===== config.mk =====
export PLATFORM = sky130hd
export DESIGN_NAME = program_loader
export DESIGN_NICKNAME = d
export VERILOG_FILES = /design/src/rtl/program_loader_pkg.sv /design/src/rtl/program_loader.sv
export SDC_FILE = /design/constraint.sdc
export NUM_CORES = 1
export LEC_CHECK = 0
export CORE_ASPECT_RATIO = 0.9
export CORE_MARGIN = 1
export CORE_UTILIZATION = 40
export CTS_BUF_LIST = sky130_fd_sc_hd__clkbuf_16
export DETAILED_ROUTE_END_ITERATION = 7
export PLACE_DENSITY_LB_ADDON = 0.15
export SYNTH_ARGS = -nofsm -noshare
export SYNTH_HDL_FRONTEND = slang
export SYNTH_SLANG_ARGS = --single-unit

===== constraint.sdc =====
create_clock -name i_clock -period 5.3 [get_ports i_clock]
set_clock_uncertainty 0.2 [all_clocks]
set_input_delay 1.06 -clock i_clock [delete_from_list [all_inputs] [get_ports i_clock]]
set_output_delay 1.06 -clock i_clock [all_outputs]
set_load 0.005 [all_outputs]

===== src/rtl/program_loader_pkg.sv =====
// Shared ISA sizing defaults for the boot loader and the processor/RAM pair it feeds.
package program_loader_pkg;

  localparam int unsigned DEFAULT_WORD_WIDTH    = 16;
  localparam int unsigned DEFAULT_ADDRESS_WIDTH = 8;

endpackage


===== src/rtl/program_loader.sv =====
// Boot loader: receives a framed byte stream, writes the assembled words into RAM and
// holds the processor in reset until the image arrives with a valid XOR checksum.
module program_loader
  import program_loader_pkg::*;
#(
  parameter int unsigned WORD_WIDTH    = DEFAULT_WORD_WIDTH,
  parameter int unsigned ADDRESS_WIDTH = DEFAULT_ADDRESS_WIDTH
) (
  input  logic                     i_clock,
  input  logic                     i_reset,
  input  logic                     i_start,
  input  logic [7:0]               i_byte,
  input  logic                     i_valid,
  output logic                     o_ready,
  output logic                     o_ram_write_enable,
  output logic [ADDRESS_WIDTH-1:0] o_ram_address,
  output logic [WORD_WIDTH-1:0]    o_ram_write_data,
  output logic                     o_core_hold,
  output logic                     o_done,
  output logic                     o_error
);

  localparam int unsigned BYTES_PER_WORD = WORD_WIDTH / 8;
  localparam int unsigned LANE_WIDTH     = (BYTES_PER_WORD > 1) ? $clog2(BYTES_PER_WORD) : 1;
  localparam int unsigned COUNT_WIDTH    = ADDRESS_WIDTH + 1;

  localparam logic [LANE_WIDTH-1:0]  LAST_LANE  = LANE_WIDTH'(BYTES_PER_WORD - 1);
  localparam logic [COUNT_WIDTH-1:0] FULL_COUNT = {1'b1, {ADDRESS_WIDTH{1'b0}}};

  typedef enum logic [2:0] {
    S_IDLE,
    S_ADDRESS,
    S_COUNT,
    S_DATA,
    S_WRITE,
    S_CHECKSUM,
    S_DONE,
    S_ERROR
  } state_t;

  state_t                   state_q, state_d;
  logic [ADDRESS_WIDTH-1:0] address_q, address_d;
  logic [WORD_WIDTH-1:0]    word_q, word_d;
  logic [7:0]               checksum_q, checksum_d;
  logic [COUNT_WIDTH-1:0]   remaining_q, remaining_d;
  logic [LANE_WIDTH-1:0]    lane_q, lane_d;
  logic                     ready_q, ready_d;
  logic                     write_enable_q, write_enable_d;
  logic                     hold_q, hold_d;
  logic                     done_q, done_d;
  logic                     error_q, error_d;
  logic                     transfer;

  assign transfer = i_valid & ready_q;

  // Next-state and datapath update; ready/strobe are decoded from the next state so they are registered.
  always_comb begin
    state_d        = state_q;
    address_d      = address_q;
    word_d         = word_q;
    checksum_d     = checksum_q;
    remaining_d    = remaining_q;
    lane_d         = lane_q;
    hold_d         = hold_q;
    done_d         = done_q;
    error_d        = error_q;
    ready_d        = 1'b0;
    write_enable_d = 1'b0;

    unique case (state_q)
      S_IDLE, S_DONE, S_ERROR: begin
        if (i_start) begin
          state_d    = S_ADDRESS;
          checksum_d = 8'h00;
          lane_d     = '0;
          hold_d     = 1'b1;
          done_d     = 1'b0;
          error_d    = 1'b0;
        end
      end
      S_ADDRESS: begin
        if (transfer) begin
          address_d  = ADDRESS_WIDTH'(i_byte);
          checksum_d = checksum_q ^ i_byte;
          state_d    = S_COUNT;
        end
      end
      S_COUNT: begin
        if (transfer) begin
          remaining_d = (i_byte == 8'h00) ? FULL_COUNT : COUNT_WIDTH'(i_byte);
          checksum_d  = checksum_q ^ i_byte;
          lane_d      = '0;
          state_d     = S_DATA;
        end
      end
      S_DATA: begin
        if (transfer) begin
          word_d     = (word_q << 8) | WORD_WIDTH'(i_byte);
          checksum_d = checksum_q ^ i_byte;
          if (lane_q == LAST_LANE) begin
            lane_d  = '0;
            state_d = S_WRITE;
          end else begin
            lane_d = lane_q + LANE_WIDTH'(1);
          end
        end
      end
      S_WRITE: begin
        address_d   = address_q + ADDRESS_WIDTH'(1);
        remaining_d = remaining_q - COUNT_WIDTH'(1);
        state_d     = (remaining_q == COUNT_WIDTH'(1)) ? S_CHECKSUM : S_DATA;
      end
      S_CHECKSUM: begin
        if (transfer) begin
          if (i_byte == checksum_q) begin
            state_d = S_DONE;
            done_d  = 1'b1;
            hold_d  = 1'b0;
          end else begin
            state_d = S_ERROR;
            error_d = 1'b1;
          end
        end
      end
      default: state_d = S_IDLE;
    endcase

    ready_d = (state_d == S_ADDRESS) || (state_d == S_COUNT) ||
              (state_d == S_DATA)    || (state_d == S_CHECKSUM);
    write_enable_d = (state_d == S_WRITE);
  end

  always_ff @(posedge i_clock) begin
    if (i_reset) begin
      state_q        <= S_IDLE;
      address_q      <= '0;
      word_q         <= '0;
      checksum_q     <= 8'h00;
      remaining_q    <= '0;
      lane_q         <= '0;
      ready_q        <= 1'b0;
      write_enable_q <= 1'b0;
      hold_q         <= 1'b1;
      done_q         <= 1'b0;
      error_q        <= 1'b0;
    end else begin
      state_q        <= state_d;
      address_q      <= address_d;
      word_q         <= word_d;
      checksum_q     <= checksum_d;
      remaining_q    <= remaining_d;
      lane_q         <= lane_d;
      ready_q        <= ready_d;
      write_enable_q <= write_enable_d;
      hold_q         <= hold_d;
      done_q         <= done_d;
      error_q        <= error_d;
    end
  end

  assign o_ready            = ready_q;
  assign o_ram_write_enable = write_enable_q;
  assign o_ram_address      = address_q;
  assign o_ram_write_data   = word_q;
  assign o_core_hold        = hold_q;
  assign o_done             = done_q;
  assign o_error            = error_q;

endmodule


# Word-level counts from Yosys, hierarchy flattened
# Index checks and enable logic that the tools add are counted.
[classes] muxes=32 reduce_logical=19 n_eq_ne=22 bitwise_logic=3 add_sub_neg=3
[ops] op="one-hot mux 8 bit (2 select lines)" n=2
[ops] op="2-to-1 mux 8 bit" n=3
[ops] op="2-to-1 mux 3 bit" n=7
[ops] op="equality test 3 bit, second input constant" n=6
[ops] op="2-to-1 mux 9 bit" n=2
[ops] op="one-hot mux 3 bit (6 select lines)" n=1
[ops] op="one-hot mux 9 bit (2 select lines)" n=1
[ops] op="OR 16 x 8 -> 16 bit" n=1
[ops] op="!= test 2 bit, second input constant" n=7
[ops] op="equality test 3 x 2 -> 1 bit, second input constant" n=4
[ops] op="2-to-1 mux 1 bit" n=12
[ops] op="AND reduction 4 bit" n=3
[ops] op="equality test 9 x 1 -> 1 bit, second input constant" n=1
[ops] op="subtractor 9 x 1 -> 9 bit, second input constant" n=1
[ops] op="adder 8 x 1 -> 8 bit, second input constant" n=1
[ops] op="equality test 8 bit" n=1
[ops] op="logical NOT 8 bit" n=1
[ops] op="nonzero test 2 bit" n=4
[ops] op="XOR 8 bit" n=1
[ops] op="equality test 3 x 1 -> 1 bit, second input constant" n=2
[ops] op="one-hot mux 1 bit (2 select lines)" n=3
[ops] op="AND reduction 2 bit" n=3
[ops] op="OR reduction 3 bit" n=2
[ops] op="logical NOT 3 bit" n=1
[ops] op="other kinds (7)" n=9
[totals] in_bits=12 word_cells=90 register_bits=50 output_inout_bits=29

# Depth between registers and ports, before layout
[depth] ltp_word=8 depth_mapped=8 ltp_nobuf=8

# Worst setup path after synthesis
# No wires, ideal clock.
[synth_timing] kind="input to register" start="in i_byte[2]" end="reg write_enable_q (netlist: o_ram_write_enable)" n_path_buf=1 setup_slack_ps=2805 arrival_time_ps=2236 required_time_ps=5041 setup_ps=59 stages=7 cell_sequence="buf_6 xor2_1 a221o_1 nor4_2 or3_1 o31a_2 and3_1"
[synth_between] elab_chain_cells=5
[synth_lines] element="from (decl)" line="program_loader.sv:12" source="input logic [7:0] i_byte,"
[synth_lines] element="equality test 8 bit" line="program_loader.sv:115" source="if (i_byte == checksum_q) begin"
[synth_lines] element="2-to-1 mux 1 bit" line="program_loader.sv:115"
[synth_lines] element="2-to-1 mux 3 bit" line="program_loader.sv:114" source="if (transfer) begin"
[synth_lines] element="one-hot mux 3 bit (6 select lines)" line="program_loader.sv:70" source="unique case (state_q)"
[synth_lines] element="equality test 3 bit" line="program_loader.sv:130" source="write_enable_d = (state_d == S_WRITE);"
[synth_lines] element="to (signal assigned)" line="program_loader.sv:154" source="write_enable_q <= write_enable_d;"
[synth_lines] element="to (decl)" line="program_loader.sv:48" source="logic write_enable_q, write_enable_d;"
# No other way between the ends.
# A chain may end at the register's enable or synchronous reset.

# Final worst setup path
[layout_timing] start="in i_byte[3]" end="reg ready_q (netlist: o_ready)"
[layout_between] elab_chain_cells=8 word_cells_on_any_way=11 classes_between="5 x eq/ne; 3 x mux; 3 x reduce/logical"
[layout_lines] element="equality test 8 bit *" line="program_loader.sv:115"
[layout_lines] element="2-to-1 mux 1 bit *" line="program_loader.sv:115"
[layout_lines] element="2-to-1 mux 3 bit *" line="program_loader.sv:114"
[layout_lines] element="one-hot mux 3 bit (6 select lines) *" line="program_loader.sv:70"
[layout_lines] element="equality test 3 x 1 -> 1 bit or equality test 3 x 2 -> 1 bit (tied branches)" line="program_loader.sv:128" source="ready_d = (state_d == S_ADDRESS) || (state_d == S_COUNT) ||"
[layout_lines] element="logical OR 1 bit (2 in a row)" line="program_loader.sv:128"
[layout_lines] element="logical OR 1 bit *" line="program_loader.sv:129" source="(state_d == S_DATA) || (state_d == S_CHECKSUM);"
[layout_lines] element="to (signal assigned)" line="program_loader.sv:153" source="ready_q <= ready_d;"
[layout_lines] element="to (decl)" line="program_loader.sv:47" source="logic ready_q, ready_d;"
# Mark *: on every way between the ends. The rest lies on a longest branch, timed or not.

==> results_dict.tcl <==
set metrics [dict create \
    synth_xor_area_share_pct 1.72 \
    detail_route.vias_per_cell 5.52 \
    rows 27 \
    clock-sinks 50 \
    area_growth_syn_to_layout_pct 21.8 \
    worstMarginPinSlew_ns 0.932 \
    synthAdderAreaFrac_pct 1.97 \
    numPortBuffers 40 \
    root_buffer "clkbuf_16" \
    ant_nets 0 \
    netlist_area_um2 2550 \
    die_w_um 86.1 \
    grt_pass1_wl_um 10600 \
    ys_seq_area_share_pct 39.3 \
    drive_above_1_share_pct 6.32 \
    ctsHtreeMaxLevel 2 \
    final-max-slew-violation-count 0 \
    path_cells "clkdlybuf4s50_1, nor2b_1, a2111o_1, nor4_2, or3_1, o31a_2, o22ai_1" \
    clkLatencyLatePin_ns 0.29 \
    rsz0062_at_grt "false" \
    synth_common_cells "dfxtp_1, nand2_1, a21oi_1" \
    hp-class "flip-flop to flip-flop" \
    synth-seq-cells 50 \
    synth-compound-area-share_pct 23.5 \
    synth_cell_types 59 \
    finalSetupTns_ns 0 \
    critPathTopFamily "simple AND/OR/NAND/NOR gates" \
    core_area_um2 6150 \
    slew-limit-headroom_pct 37.9 \
    power.density_nw_per_um2 265 \
    slowest_delay_ns 0.56 \
    synth_top_area_share_pct 39.3 \
    crit_slowest_cell "clkdlybuf4s50_1" \
    multi_input_comb_area_um2 1390 \
    leakagePower_nw 1.04 \
    grt_max_degree 51 \
    cts_tree "done" \
    crit_arrival_ns 2.90 \
    min_period_ns 2.96 \
    post_cts_resized 0 \
    path_class "input port to flip-flop" \
    async_flop_share_pct 0 \
    vias 2400 \
    timing.final.crit_share_pct 55.9 \
    status "finished, final reports clean" \
    cts_buffers 5 \
    muxShareOfSynthArea_pct 0.786 \
    antenna_found_initial 0 \
    vdd_drop_max_uv 122 \
    grt_pass1_vias 2188 \
    cts_setup_buffers 0 \
    gp_congestion 0.857 \
    finalHoldViolCount 0 \
    regArea_um2 1000 \
    busiest_layer "met2" \
    worstSetupStartpointType "input port" \
    yosys.area_share.simple_pct 26.7 \
    grt_use_total_pct 19.7 \
    drt_iter0_markers 120 \
    fp.dieH_um 77.7 \
    clock_path_buffers 2 \
    synth_top_family_by_area "simple AND/OR/NAND/NOR gates" \
    use_met3_pct 2.66 \
    worst_setup_path_end_kind "flip-flop" \
    wirelength_um 6250 \
    use_met2_pct 30.7 \
    fill_cells 638 \
    drt-wirelength-per-cell_um 14.4 \
    io_pins 41 \
    finalSetupViolations 0 \
    synth-edff-count 0 \
    synth_cells 321 \
    cap_violations 0 \
    die_area_um2 6690 \
    diodes 0 \
    synth_area_leaders "dfxtp_1, a21oi_1, nand2_1" \
    yosys_warnings 0 \
    timing.fmax_mhz 338 \
    crit_required_ns 5.24 \
    first_pass_iters 4 \
    worst-path-buf-inv 1 \
    grt_overflow 0 \
    holdBufCountCts 0 \
    path_clk_slew_ns 0.06 \
    drc_errors 0 \
    yosysMostFrequentCell "dfxtp_1" \
    synthesis.nets 337 \
    syn_area_per_cell_um2 7.93 \
    critical_path.max_fanout 7 \
    initial_core_util_pct 41.4 \
    final_util_pct 50.4 \
    synth_top_flop_cell "dfxtp_1" \
    power_mw 0.823 \
    yosys.area.top_type "dfxtp_1" \
    nets 364 \
    place.detailed.hpwl_um 4230 \
    met1_usage_pct 28.6 \
]
-- flip-flops by register name (all words and copies together) (netlist names) --
signal and flops:
state_q 3, o_done 1, o_core_hold 1, o_error 1
remaining_q 9, checksum_q 8, lane_q 1, o_ram_address 8
o_ready 1, o_ram_write_enable 1, o_ram_write_data 16
-- path summary, 6_finish.rpt --
kind | from | to | slack (ns) | cells after the start
worst max-delay path | i_byte[3] | o_ready$_SDFF_PP0_ | 2.34 | 7
worst min-delay path | o_ram_write_data[15]$_SDFFE_PP0P_ | o_ram_write_data[15]$_SDFFE_PP0P_ | 0.25 | 2
worst max register to register | state_q[1]$_SDFF_PP0_ | o_ram_write_enable$_SDFF_PP0_ | 2.90 | 8
worst min register to register | o_ram_write_data[15]$_SDFFE_PP0P_ | o_ram_write_data[15]$_SDFFE_PP0P_ | 0.25 | 2
-- cells by family (layout without fill, tap and decap cells) --
family                     count (synthesis)  after routing
DFF                                       50             50
muxes                                      2              2
adders and majority gates                  4              4
AOI/OAI and AO/OA                         96             96
and+or+nand+nor                          133            133
buffers and inverters                     31             58
xor gates and xnor gates                   5              5
-- per-layer routing --
metal  up-vias  wire [um]
met4         0         55
met1      1141       3170
met5         -          0
met3         8        193
met2        51       2830
li1       1200          -
-- worst reg2reg max path: cells and delay by family, from the launching register on --
family	cells	cell delay [ns]
DFF	1	0.65
AOI/OAI and AO/OA	2	0.52
adders and majority gates	1	0.38
and+or+nand+nor	3	0.31
buffers and inverters	2	0.24
-- power by group --
group	switching [mW]	total [mW]	internal, mW
logic	0.0441	0.0754	0.0313
registers	0.0109	0.394	0.383
clock network	0.134	0.353	0.218
-- placed cells by master (no fill, tap or decap), types with 2 or more instances in the layout --
master and count:
a31o_2 2, clkdlybuf4s50_1 39, nand2b_1 5, or4_1 2, nor3_1 8, o21ai_0 15
a21oi_1 40, o21ai_1 6, a31oi_1 6, a221oi_1 3, nor2_4 2, nand3b_1 5
inv_1 9, mux2i_1 2, nor3b_1 2, a41oi_1 3, nand3_1 6, clkbuf_16 5
a211oi_1 6, nand2_1 49, ha_1 4, nor4_1 2, dfxtp_1 50, nand4_1 2
xor2_1 4, nor2_1 31, nor2b_1 2, and3_1 5
-- final cells by class --
type | instances | share of cell area, %
multi-input combinational | 240 | 44.9
sequential | 50 | 32.3
timing repair buffer | 41 | 13.0
clock buffer | 5 | 4.03
tap | 87 | 3.51
inverter | 10 | 1.21
clock inverter | 2 | 1.09
-- metrics by stage --
stage                     hold WS, ns  cells  setup slack (ns)  cell area, um2
after detailed placement        0.247    428              2.05            2940
final                           0.252    435              2.34            3100
after global routing            0.272    435              2.13            3100
after CTS                       0.255    435              2.34            3100
after global placement          0.242    428              2.08            2940
after floorplan                 0.245    321              2.80            2550
Power figures use the tool's default switching activity.
